File: src/rtl/echo_timer.sv
// echo_timer: measures the high duration of a synchronized echo after a trigger edge,
// aborting on start=0 or after TIMEOUT cycles in ARM or MEAS.
module echo_timer #(
    parameter logic [15:0] TIMEOUT = 16'd40000
) (
    input  logic        clk,
    input  logic        clr,
    input  logic        start,
    input  logic        trig_in,
    input  logic        echo,
    output logic [15:0] width,
    output logic        valid,
    output logic        timeout,
    output logic        busy
);
    typedef enum logic [1:0] {IDLE, ARM, MEAS} state_t;
    state_t      state_q, state_d;
    logic [15:0] cnt_q, cnt_d, width_q, width_d;
    logic        valid_q, valid_d, timeout_q, timeout_d;
    logic        echo_m_q, echo_s_q, trig_d_q;
    logic        trig_edge;
    assign trig_edge = trig_in & ~trig_d_q;
    always_comb begin
        state_d   = state_q;
        cnt_d     = cnt_q;
        width_d   = width_q;
        valid_d   = 1'b0;
        timeout_d = 1'b0;
        case (state_q)
            IDLE: begin
                if (start && trig_edge) begin
                    state_d = ARM;
                    cnt_d   = 16'd0;
                end
            end
            ARM: begin
                if (!start) begin
                    state_d = IDLE;
                    cnt_d   = 16'd0;
                end else if (echo_s_q) begin
                    state_d = MEAS;
                    cnt_d   = 16'd1;
                end else if (cnt_q == TIMEOUT - 16'd1) begin
                    state_d   = IDLE;
                    cnt_d     = 16'd0;
                    timeout_d = 1'b1;
                end else begin
                    cnt_d = cnt_q + 16'd1;
                end
            end
            MEAS: begin
                if (!start) begin
                    state_d = IDLE;
                    cnt_d   = 16'd0;
                end else if (!echo_s_q) begin
                    state_d = IDLE;
                    cnt_d   = 16'd0;
                    width_d = cnt_q;
                    valid_d = 1'b1;
                end else if (cnt_q >= TIMEOUT) begin
                    state_d   = IDLE;
                    cnt_d     = 16'd0;
                    timeout_d = 1'b1;
                end else begin
                    cnt_d = cnt_q + 16'd1;
                end
            end
            default: begin
                state_d = IDLE;
                cnt_d   = 16'd0;
            end
        endcase
    end
    always_ff @(posedge clk or negedge clr) begin
        if (!clr) begin
            state_q   <= IDLE;
            cnt_q     <= 16'd0;
            width_q   <= 16'd0;
            valid_q   <= 1'b0;
            timeout_q <= 1'b0;
            echo_m_q  <= 1'b0;
            echo_s_q  <= 1'b0;
            trig_d_q  <= 1'b0;
        end else begin
            state_q   <= state_d;
            cnt_q     <= cnt_d;
            width_q   <= width_d;
            valid_q   <= valid_d;
            timeout_q <= timeout_d;
            echo_m_q  <= echo;
            echo_s_q  <= echo_m_q;
            trig_d_q  <= trig_in;
        end
    end
    assign width   = width_q;
    assign valid   = valid_q;
    assign timeout = timeout_q;
    assign busy    = (state_q != IDLE);
endmodule

File: config.mk
export PLATFORM = sky130hd
export DESIGN_NAME = echo_timer
export DESIGN_NICKNAME = d
export VERILOG_FILES = /design/src/rtl/echo_timer.sv
export SDC_FILE = /design/constraint.sdc
export NUM_CORES = 1
export LEC_CHECK = 0
export ABC_AREA = 1
export CELL_PAD_IN_SITES_DETAIL_PLACEMENT = 2
export CELL_PAD_IN_SITES_GLOBAL_PLACEMENT = 2
export CORE_ASPECT_RATIO = 1.75
export CORE_UTILIZATION = 35
export DETAILED_ROUTE_END_ITERATION = 10
export GPL_TIMING_DRIVEN = 0
export PLACE_DENSITY_LB_ADDON = 0.1
export SLEW_MARGIN = 20
export SYNTH_ARGS = -nofsm -noshare
export SYNTH_HDL_FRONTEND = slang
export SYNTH_SLANG_ARGS = --single-unit
export TNS_END_PERCENT = 100
File: constraint.sdc
create_clock -name clk -period 2.85 [get_ports clk]
set_clock_uncertainty 0.15 [all_clocks]
set_input_delay 0.57 -clock clk [delete_from_list [all_inputs] [get_ports clk]]
set_output_delay 0.57 -clock clk [all_outputs]
set_load 0.01 [all_outputs]
==> metrics.csv, run 1 <==
metric,value,unit
status,"finished, violations left",
failing checks,DRC,
clock buffer depth,2,
total power draw,1400,uW
"Setup violations, final",0,
# IOs,24,
drt total wl,5010,um
DRT iter0 DRCs,29,
initial antenna violation count,0,
vias,1602,
Max Cap Viol,0,
"Avg Cell Area, Syn",8.52,um^2
clock latency on the worst-skew pair,290,ps
CTS tree,built,
Post-CTS Setup Bufs,0,
"commonest cells after routing, fill and taps aside","nand2_1 (58), dfrtp_1 (39), clkdlybuf4s50_1 (22)",
placed wire-length estimate,3910,um
largest net degree at the start of global routing,28,
Top Layer Used,met4,
synthesized instance count,225,
worst hold slack,11.9,ps
reg2reg start,state_q[0],
crit path from,state_q[0],
RePlAce Congestion,0.763,
Core ar.,5260,um^2
Static Leak,0.00104,uW
Max IR drop VDD,0.444,mV
syn_nets,235,
cell count after placement,304,
Clock Power Share,26.1,%
global route overflow,0,
NetSw,500,uW
RSZ-0062 raised after global routing,false,
first-pass GRT wire length,8400,um
Initial Util,36.5,%
"Net count, final",266,
area of the mapped netlist,1920,um^2
Resize count post-CTS,0,
fmax,439,MHz
Port Buffer Count,23,
Comb pwr share,30.5,%
HP Class,input pin to async pin,
Non-Filler Instances,312,
total track usage,19.4,%
Tcrit/Tclk final,79.9,%
M1 WL,2070,um
Die Wd,58.0,um
number of remaining DRC errors,1,
"commonest non-fill, non-tap cell in the layout",nand2_1,
crit path kind,flop to output pin,
Synth warnings,0,
"antenna viol nets, final",0,
Root Buffer,clkbuf_8,
num rows,35,
H-Tree Depth,2,
Vias per Instance,5.13,
critical path startpoint category,flop,
Synth Area in Compound Gates,9.46,%
"flops & latches, synth",39,
"Arr. time, crit path",1560,ps
met3 wire length,81,um
Least-Margin Pin Slew,485,ps
Synth Area in Simple Gates,26.7,%
CTS Buf Count,5,
critical-path maximum fanout,3,
die height,99.9,um
post-layout min period,2280,ps
CTS Hold Bufs,0,
Ant. Diodes,0,
switching share of power,35.7,%
drt wl/cell,16.1,um
pins over their slew limit,0,
Critical Path End Type,output pin,
Routed met2 length,2770,um
largest family of logic cells by synthesized area,simple AND/OR/NAND/NOR gates,
die area,5790,um^2
layout cell share with drive strength beyond 1,10.1,%
count of different cell masters after synthesis,23,
power per cell area,605,nW/um^2
Area Overhead vs Synth,20.6,%
CTS Sinks,39,
sequential share of the synthesized area,50.9,%
Int Pwr,900,uW
worst endpoint required time,2130,ps
"CTS clk-pin slew, worst paths",80,ps
post-synthesis xor/xnor area fraction,2.74,%
post-synthesis adder-cell area fraction,3.26,%
TritonRoute pass-1 iters,9,
Max-Slew Margin vs Limit,67.7,%
Final Hold Vio Count,0,
Seq pwr share,43.4,%
setup TNS,0,ps
mux contribution to synthesized area,0,%
vias in the first global route,1648,
-- Yosys cell counts, drive strengths merged --
master,count,area (um^2)
nand2,65,277
dfrtp,39,976
inv,24,90.1
nor2,20,103
o21ai,20,100
nand3,17,85.1
a21oi,15,75.1
xor2,6,52.6
ha,5,62.6
nand4,4,25.0
buf,3,27.5
nor3,3,15.0
clkbuf,1,3.75
dlymetal6s2s,1,12.5
nand3b,1,7.51
o22ai,1,6.26
-- final timing paths --
check                                  to  slack, ps  cells after the start
worst max-delay path                 busy        570                      4
worst min-delay path             width[4]         10                      1
worst max register to register  cnt_q[13]        930                      6
worst min register to register   echo_s_q        210                      0
max in group asynchronous       cnt_q[12]       2080                      2
min in group clk                 echo_s_q        210                      0
-- layout make-up --
cell class / instances / area (um^2)
plain buffers: 5 / 43.8
clock buffers: 7 / 76.3
clock inverters: 1 / 5.00
fillers: 618 / 2940
inverters: 24 / 90.1
multi-input cells: 157 / 808
flip-flops and latches: 39 / 976
well taps: 55 / 68.8
repair buffers: 24 / 245
-- per-layer routing --
| layer | GRT usage, % | vias to the layer above |
|---|---|---|
| li1 | - | 780 |
| met1 | 22.8 | 793 |
| met2 | 34.8 | 21 |
| met3 | 2.71 | 8 |
| met4 | 7.14 | 0 |
| met5 | 0 | - |
-- flip-flops by register name (all words and copies together) (netlist names) --
register	flops
width	16
cnt_q	16
echo_s_q	1
state_q	2
valid	1
trig_d_q	1
timeout	1
echo_m_q	1
-- stage by stage --
step                      util [%]  worst slack [ps]  instance area, um^2
after floorplan                  -              1260                 1920
final                         44.0               573                 2310
after detailed placement      42.5               265                 2230
after CTS                     44.0               544                 2310
after global routing          44.0               499                 2310
after global placement        42.2              22.0                 2220
-- power groups by stage --
stage          Sequential, uW  Clock [uW]  Combinational, uW
6_report                  608         365                427
3_5_place_dp              620           0                437
2_1_floorplan             617           0                267
4_1_cts                   609         381                438
5_1_grt                   613         394                472
3_3_place_gp              619           0                424
-- critical path, stage by stage, from the launching register on --
cell and delay (ps):
dfrtp_1 360, inv_1 80, ha_1 240, inv_1 70, clkdlybuf4s50_1 520
-- cells by family after synthesis --
| kind of cell | Yosys count |
|---|---|
| flops | 39 |
| xor+xnor | 6 |
| compound gates | 36 |
| buf+inv | 29 |
| simple gates | 110 |
| fa+ha+maj | 5 |
(Power assumes the default switching activity.)
==> inputs of run 2 (changes only) <==
CORE_UTILIZATION = 33   (was 35)
clock period = 2.1 ns   (was 2.85 ns; I/O delays follow)
==> run 2 against run 1 <==
Net effect: the flow now finishes without violations; final area grew 2.3%; register-to-register slack lost 680 ps; final cell count grew 7.1%; flip-flop and latch count is the same; first-iteration DRC count grew 24%; worst setup slack lost 370 ps; global-route usage grew 0.064 points; routed wire length grew 2.9%; clock-buffer cell count is the same; critical path depth grew 5; critical endpoint is now cnt_q[15]; largest cell class unchanged; largest power group unchanged; highest routed layer unchanged.
==> metrics.csv, run 2 (synthesis results as in run 1) <==
metric,value,unit,change
Non-Filler Instances,334,,+7.1%
Clock Power Share,29.2,%,+3.1 points
"Net count, final",267,,+0.38%
die area,6130,um^2,+5.9%
clock buffer depth,2,,unchanged
vias in the first global route,1764,,+7.0%
placed inst area,2260,um^2,+1.2%
met2 Usage GRT,35.4,%,+0.60 points
Final Hold Vio Count,0,,unchanged
worst endpoint required time,2170,ps,+40 ps
fmax,528,MHz,
"Setup violations, final",0,,unchanged
global route overflow,0,,unchanged
# IOs,24,,unchanged
Initial Util,34.3,%,-2.2 points
largest stage delay on the critical path,570,ps,+50 ps
Max-Slew Margin vs Limit,76.4,%,+8.7 points
largest net degree at the start of global routing,30,,+7.1%
first-pass GRT wire length,8710,um,+3.6%
Port Buffer Count,23,,unchanged
Comb pwr share,28.9,%,-1.6 points
GRT met3 Usage,3.14,%,+0.43 points
CTS Buf Count,5,,unchanged
RePlAce Congestion,0.749,,-1.8%
"commonest cells after routing, fill and taps aside","nand2_1 (58), dfrtp_1 (39), inv_1 (21), clkdlybuf4s50_1 (21)",,
cell count after placement,325,,+6.9%
placed wire-length estimate,4120,um,+5.5%
worst hold slack,214,ps,+202 ps
number of remaining DRC errors,0,,-1
critical path startpoint category,input pin,,
total track usage,19.4,%,+0.064 points
CTS tree,built,,
NetSw,688,uW,+38%
DRT iter0 DRCs,36,,+24%
Int Pwr,1280,uW,+42%
Max IR drop VDD,0.414,mV,-6.7%
initial antenna violation count,0,,unchanged
CP Cell Sequence,clkdlybuf4s50_1 > nand3_1 > nand2_2 > inv_2 > nor2_1 > nand3b_1 > nand2_1 > nand2_1 > a21oi_1,,
Static Leak,0.00105,uW,+0.94%
Seq pwr share,41.9,%,-1.5 points
Max Cap Viol,0,,unchanged
Core ar.,5590,um^2,+6.3%
die height,103,um,+2.9%
switching share of power,35.0,%,-0.64 points
post-layout min period,1890,ps,
clock latency on the worst-skew pair,290,ps,about the same
power per cell area,829,nW/um^2,+37%
setup TNS,0,ps,unchanged
"Arr. time, crit path",1970,ps,+410 ps
pins over their slew limit,0,,unchanged
CTS Sinks,39,,unchanged
num rows,36,,+2.9%
Die Wd,59.6,um,+2.9%
finished layout cell area,2370,um^2,+2.3%
TritonRoute pass-1 iters,4,,-5
busiest grt layer,met2,,
Vias per Instance,4.88,,-4.9%
slowest CP cell,clkdlybuf4s50_1,,
"delay-heaviest family, CP",simple AND/OR/NAND/NOR gates,,
total power draw,1960,uW,+40%
Fill cells,676,,+9.4%
Critical Path End Type,flop,,
buffers and inverters on the worst path,2,,-1
"commonest non-fill, non-tap cell in the layout",nand2_1,,
Root Buffer,clkbuf_8,,
status,finished clean,,
Area Overhead vs Synth,23.4,%,
drt total wl,5160,um,+2.9%
drt wl/cell,15.4,um,-3.9%
Least-Margin Pin Slew,352,ps,-133 ps
"antenna viol nets, final",0,,unchanged
Ant. Diodes,0,,unchanged
layout cell share with drive strength beyond 1,11.6,%,+1.5 points
"CTS clk-pin slew, worst paths",80,ps,about the same
crit path kind,input pin to flop,,
Tcrit/Tclk final,90.2,%,
critical-path maximum fanout,8,,+5
grt met1 use,21.9,%,-0.96 points
RSZ-0062 raised after global routing,false,,
H-Tree Depth,2,,unchanged
HP Class,flop to flop,,
Critical Path Most Common Cell,nand2_1,,
vias,1631,,+1.8%
run 2: changes by cell type in the layout (fill, tap and decap cells not counted), sizes merged:
cell           before  now
clkdlybuf4s50      22   21
dlymetal6s2s        1    0
clkinv              1    0
clkinvlp            0    1
dlygate4sd2         0    1
dlygate4sd3         0    1
buf                 5    6
run 2: worst paths after layout:
check / from / to / slack (ps) / cells past startpoint
setup / recovery: start / cnt_q[15] / 210 / 9
hold / removal: echo_m_q / echo_s_q / 210 / 0
setup reg to reg: cnt_q[0] / cnt_q[3] / 250 / 9
hold reg to reg: echo_m_q / echo_s_q / 210 / 0
max in group asynchronous: clr / echo_s_q / 930 / 3
min in group asynchronous: clr / width[4] / 410 / 2
run 2: what timing repair did:
| action | in CTS | in global routing |
|---|---|---|
| endpoints found under the hold margin | 10 | 0 |
| setup buffers | 1 | 0 |
| gates resized for setup | 1 | 1 |
| endpoints found under the setup margin | 1 | 12 |
| gates cloned | 0 | 0 |
| hold buffers | 1 | 0 |
run 2: area by class of cell:
| cell class | count | area (um^2) | area share [%] |
|---|---|---|---|
| timing repair buffer | 26 | 262 | 11.0 |
| clock inverter | 1 | 7.51 | 0.317 |
| multi-input combinational | 157 | 808 | 34.1 |
| sequential | 39 | 976 | 41.2 |
| buffer | 4 | 32.5 | 1.37 |
| tap | 76 | 95.1 | 4.02 |
| clock buffer | 7 | 96.3 | 4.07 |
| inverter | 24 | 90.1 | 3.81 |
run 2: per-stage QoR:
| stage | utilization, % | setup slack [ps] |
|---|---|---|
| floorplan | - | 506 |
| global placement | 40.2 | -610 |
| detailed placement | 40.4 | -287 |
| CTS | 42.6 | 44.9 |
| global route | 42.4 | 11.4 |
| finish | 42.4 | 206 |
run 2: power by group through the flow:
stage | combinational, uW | clock (uW) | sequential [uW]
2_1_floorplan | 362 | 0 | 837
3_3_place_gp | 580 | 0 | 839
3_5_place_dp | 596 | 0 | 841
4_1_cts | 598 | 593 | 824
5_1_grt | 638 | 620 | 831
6_report | 567 | 574 | 823
run 2: per-layer routing:
metal / vias up / part of all wire, %
li1: 785 / -
met1: 807 / 40
met2: 29 / 55
met3: 10 / 2.2
met4: 0 / 2.6
met5: - / 0
==> inputs of run 3 (changes only) <==
MAX_ROUTING_LAYER = met4   (was not set)
SLEW_MARGIN = 40   (was 20)
==> run 3 against run 2 <==
Net effect: worst hold slack is essentially flat; combinational power shrank 3.5%; utilization down 0.38 points; via count is 1.1% lower; power decreased by 1.2%; critical path type unchanged; critical endpoint is now width[2].
==> metrics.csv, run 3 (synthesis results as in run 1) <==
metric,value,unit,change
power per cell area,827,nW/um^2,-0.26%
"setup slack, reg-to-reg",260,ps,about the same
post-layout min period,1910,ps,+15.7 ps
"Net count, final",266,,-0.37%
finished layout cell area,2350,um^2,-0.90%
H-Tree Depth,2,,unchanged
RSZ-0062 raised after global routing,false,,
Die Wd,59.6,um,unchanged
Core ar.,5590,um^2,unchanged
Port Buffer Count,23,,unchanged
placed inst area,2240,um^2,-0.78%
Fill cells,688,,+1.8%
vias in the first global route,1738,,-1.5%
vias,1613,,-1.1%
placed wire-length estimate,4000,um,-2.9%
drt total wl,5200,um,+0.76%
Seq pwr share,42.4,%,+0.5 points
NetSw,676,uW,-1.7%
minimum setup slack after placement,-298,ps,-11.5 ps
global route overflow,0,,unchanged
Finished Core Util,42.0,%,-0.38 points
fmax,524,MHz,-0.82%
Comb pwr share,28.2,%,-0.7 points
"CTS clk-pin slew, worst paths",80,ps,about the same
number of remaining DRC errors,0,,unchanged
pins over their slew limit,0,,unchanged
status,finished clean,,
Max Cap Viol,0,,unchanged
cell count after placement,324,,-0.31%
Vias per Instance,4.84,,-0.81%
critical-path maximum fanout,10,,+2
initial antenna violation count,0,,unchanged
RePlAce Congestion,0.759,,+1.3%
Tcrit/Tclk final,90.9,%,+0.75 points
worst endpoint required time,2150,ps,-20 ps
crit path kind,input pin to flop,,
die area,6130,um^2,unchanged
layout cell share with drive strength beyond 1,10.9,%,-0.73 points
Area Overhead vs Synth,22.3,%,
"Arr. time, crit path",1960,ps,about the same
switching share of power,34.9,%,-0.19 points
Int Pwr,1260,uW,-0.86%
num rows,36,,unchanged
first-pass GRT wire length,8670,um,-0.39%
"Setup violations, final",0,,unchanged
Critical Path End Type,flop,,
DRT iter0 DRCs,44,,+22%
drt wl/cell,15.6,um,+1.1%
Clock Power Share,29.4,%,+0.2 points
# IOs,24,,unchanged
"antenna viol nets, final",0,,unchanged
critical path startpoint category,input pin,,
Max IR drop VDD,0.430,mV,+3.8%
CTS Sinks,39,,unchanged
Root Buffer,clkbuf_8,,
clock buffer depth,2,,unchanged
clock latency on the worst-skew pair,290,ps,about the same
Non-Filler Instances,333,,-0.30%
worst hold slack,214,ps,+0.111 ps
"commonest non-fill, non-tap cell in the layout",nand2_1,,
CTS Buf Count,5,,unchanged
Least-Margin Pin Slew,521,ps,+170 ps
Initial Util,34.3,%,unchanged
die height,103,um,unchanged
largest net degree at the start of global routing,40,,+33%
Static Leak,0.00104,uW,-1.2%
total track usage,19.9,%,+0.43 points
TritonRoute pass-1 iters,2,,-2
Max-Slew Margin vs Limit,65.3,%,-11 points
Final WS setup,190,ps,-15.7 ps
CTS tree,built,,
Final Hold Vio Count,0,,unchanged
"commonest cells after routing, fill and taps aside","nand2_1 (58), dfrtp_1 (39), inv_1 (21), clkdlybuf4s50_1 (21)",,
HP Class,flop to flop,,
Ant. Diodes,0,,unchanged
==> run 3: changes by cell type in the layout (fill, tap and decap cells not counted), sizes merged <==
cell / change
clkbuf: +1
buf: -2
==> run 3: path summary, 6_finish.rpt <==
kind | to | depth (start not counted) | from
max in group asynchronous | width[10] | 2 | clr
min | echo_s_q | 0 | echo_m_q
max | width[2] | 6 | start
min reg2reg | echo_s_q | 0 | echo_m_q
min in group asynchronous | cnt_q[3] | 2 | clr
max reg2reg | width[2] | 7 | state_q[0]
==> run 3: power groups by stage <==
stage	Combinational [uW]	Clock [uW]	Sequential (uW)
after floorplan	362	0	837
after global placement	580	0	839
after detailed placement	592	0	840
after CTS	581	600	825
after global routing	618	616	831
final	547	571	824
==> run 3: critical path: stages <==
cell	delay (ps)
clkdlybuf4s50_1	580
nand2_1	140
nor2_4	200
inv_2	130
clkbuf_1	260
o21ai_0	230
==> run 3: through the flow <==
stage | power (uW) | setup TNS (ps)
after floorplan | 1200 | 0
after global placement | 1420 | -28110
after detailed placement | 1430 | -4820
after CTS | 2010 | 0
after global routing | 2070 | 0
final | 1940 | 0
==> run 3: what timing repair did <==
item                                    in CTS  in global routing
endpoints found under the setup margin       1                 10
pin swaps                                    0                  0
buffers inserted                             0                  0
resized for setup                            1                  1
endpoints found under the hold margin       39                  0
hold buffers                                 1                  0
==> run 3: area by class of cell <==
class,count,area [um^2],share of cell area [%]
multi-input cells,157,808,34.5
flip-flops and latches,39,976,41.6
repair buffers,24,236,10.1
plain buffers,5,36.3,1.55
inverters,24,90.1,3.84
well taps,76,95.1,4.05
clock buffers,7,96.3,4.11
clock inverters,1,7.51,0.320
==> run 3: per-layer routing <==
metal | wire (um) | global-route usage, % | up-vias
met4 | 98 | 7.69 | 0
li1 | - | - | 777
met3 | 92 | 2.63 | 7
met5 | 0 | - | -
met1 | 2080 | 21.7 | 804
met2 | 2930 | 35.7 | 25
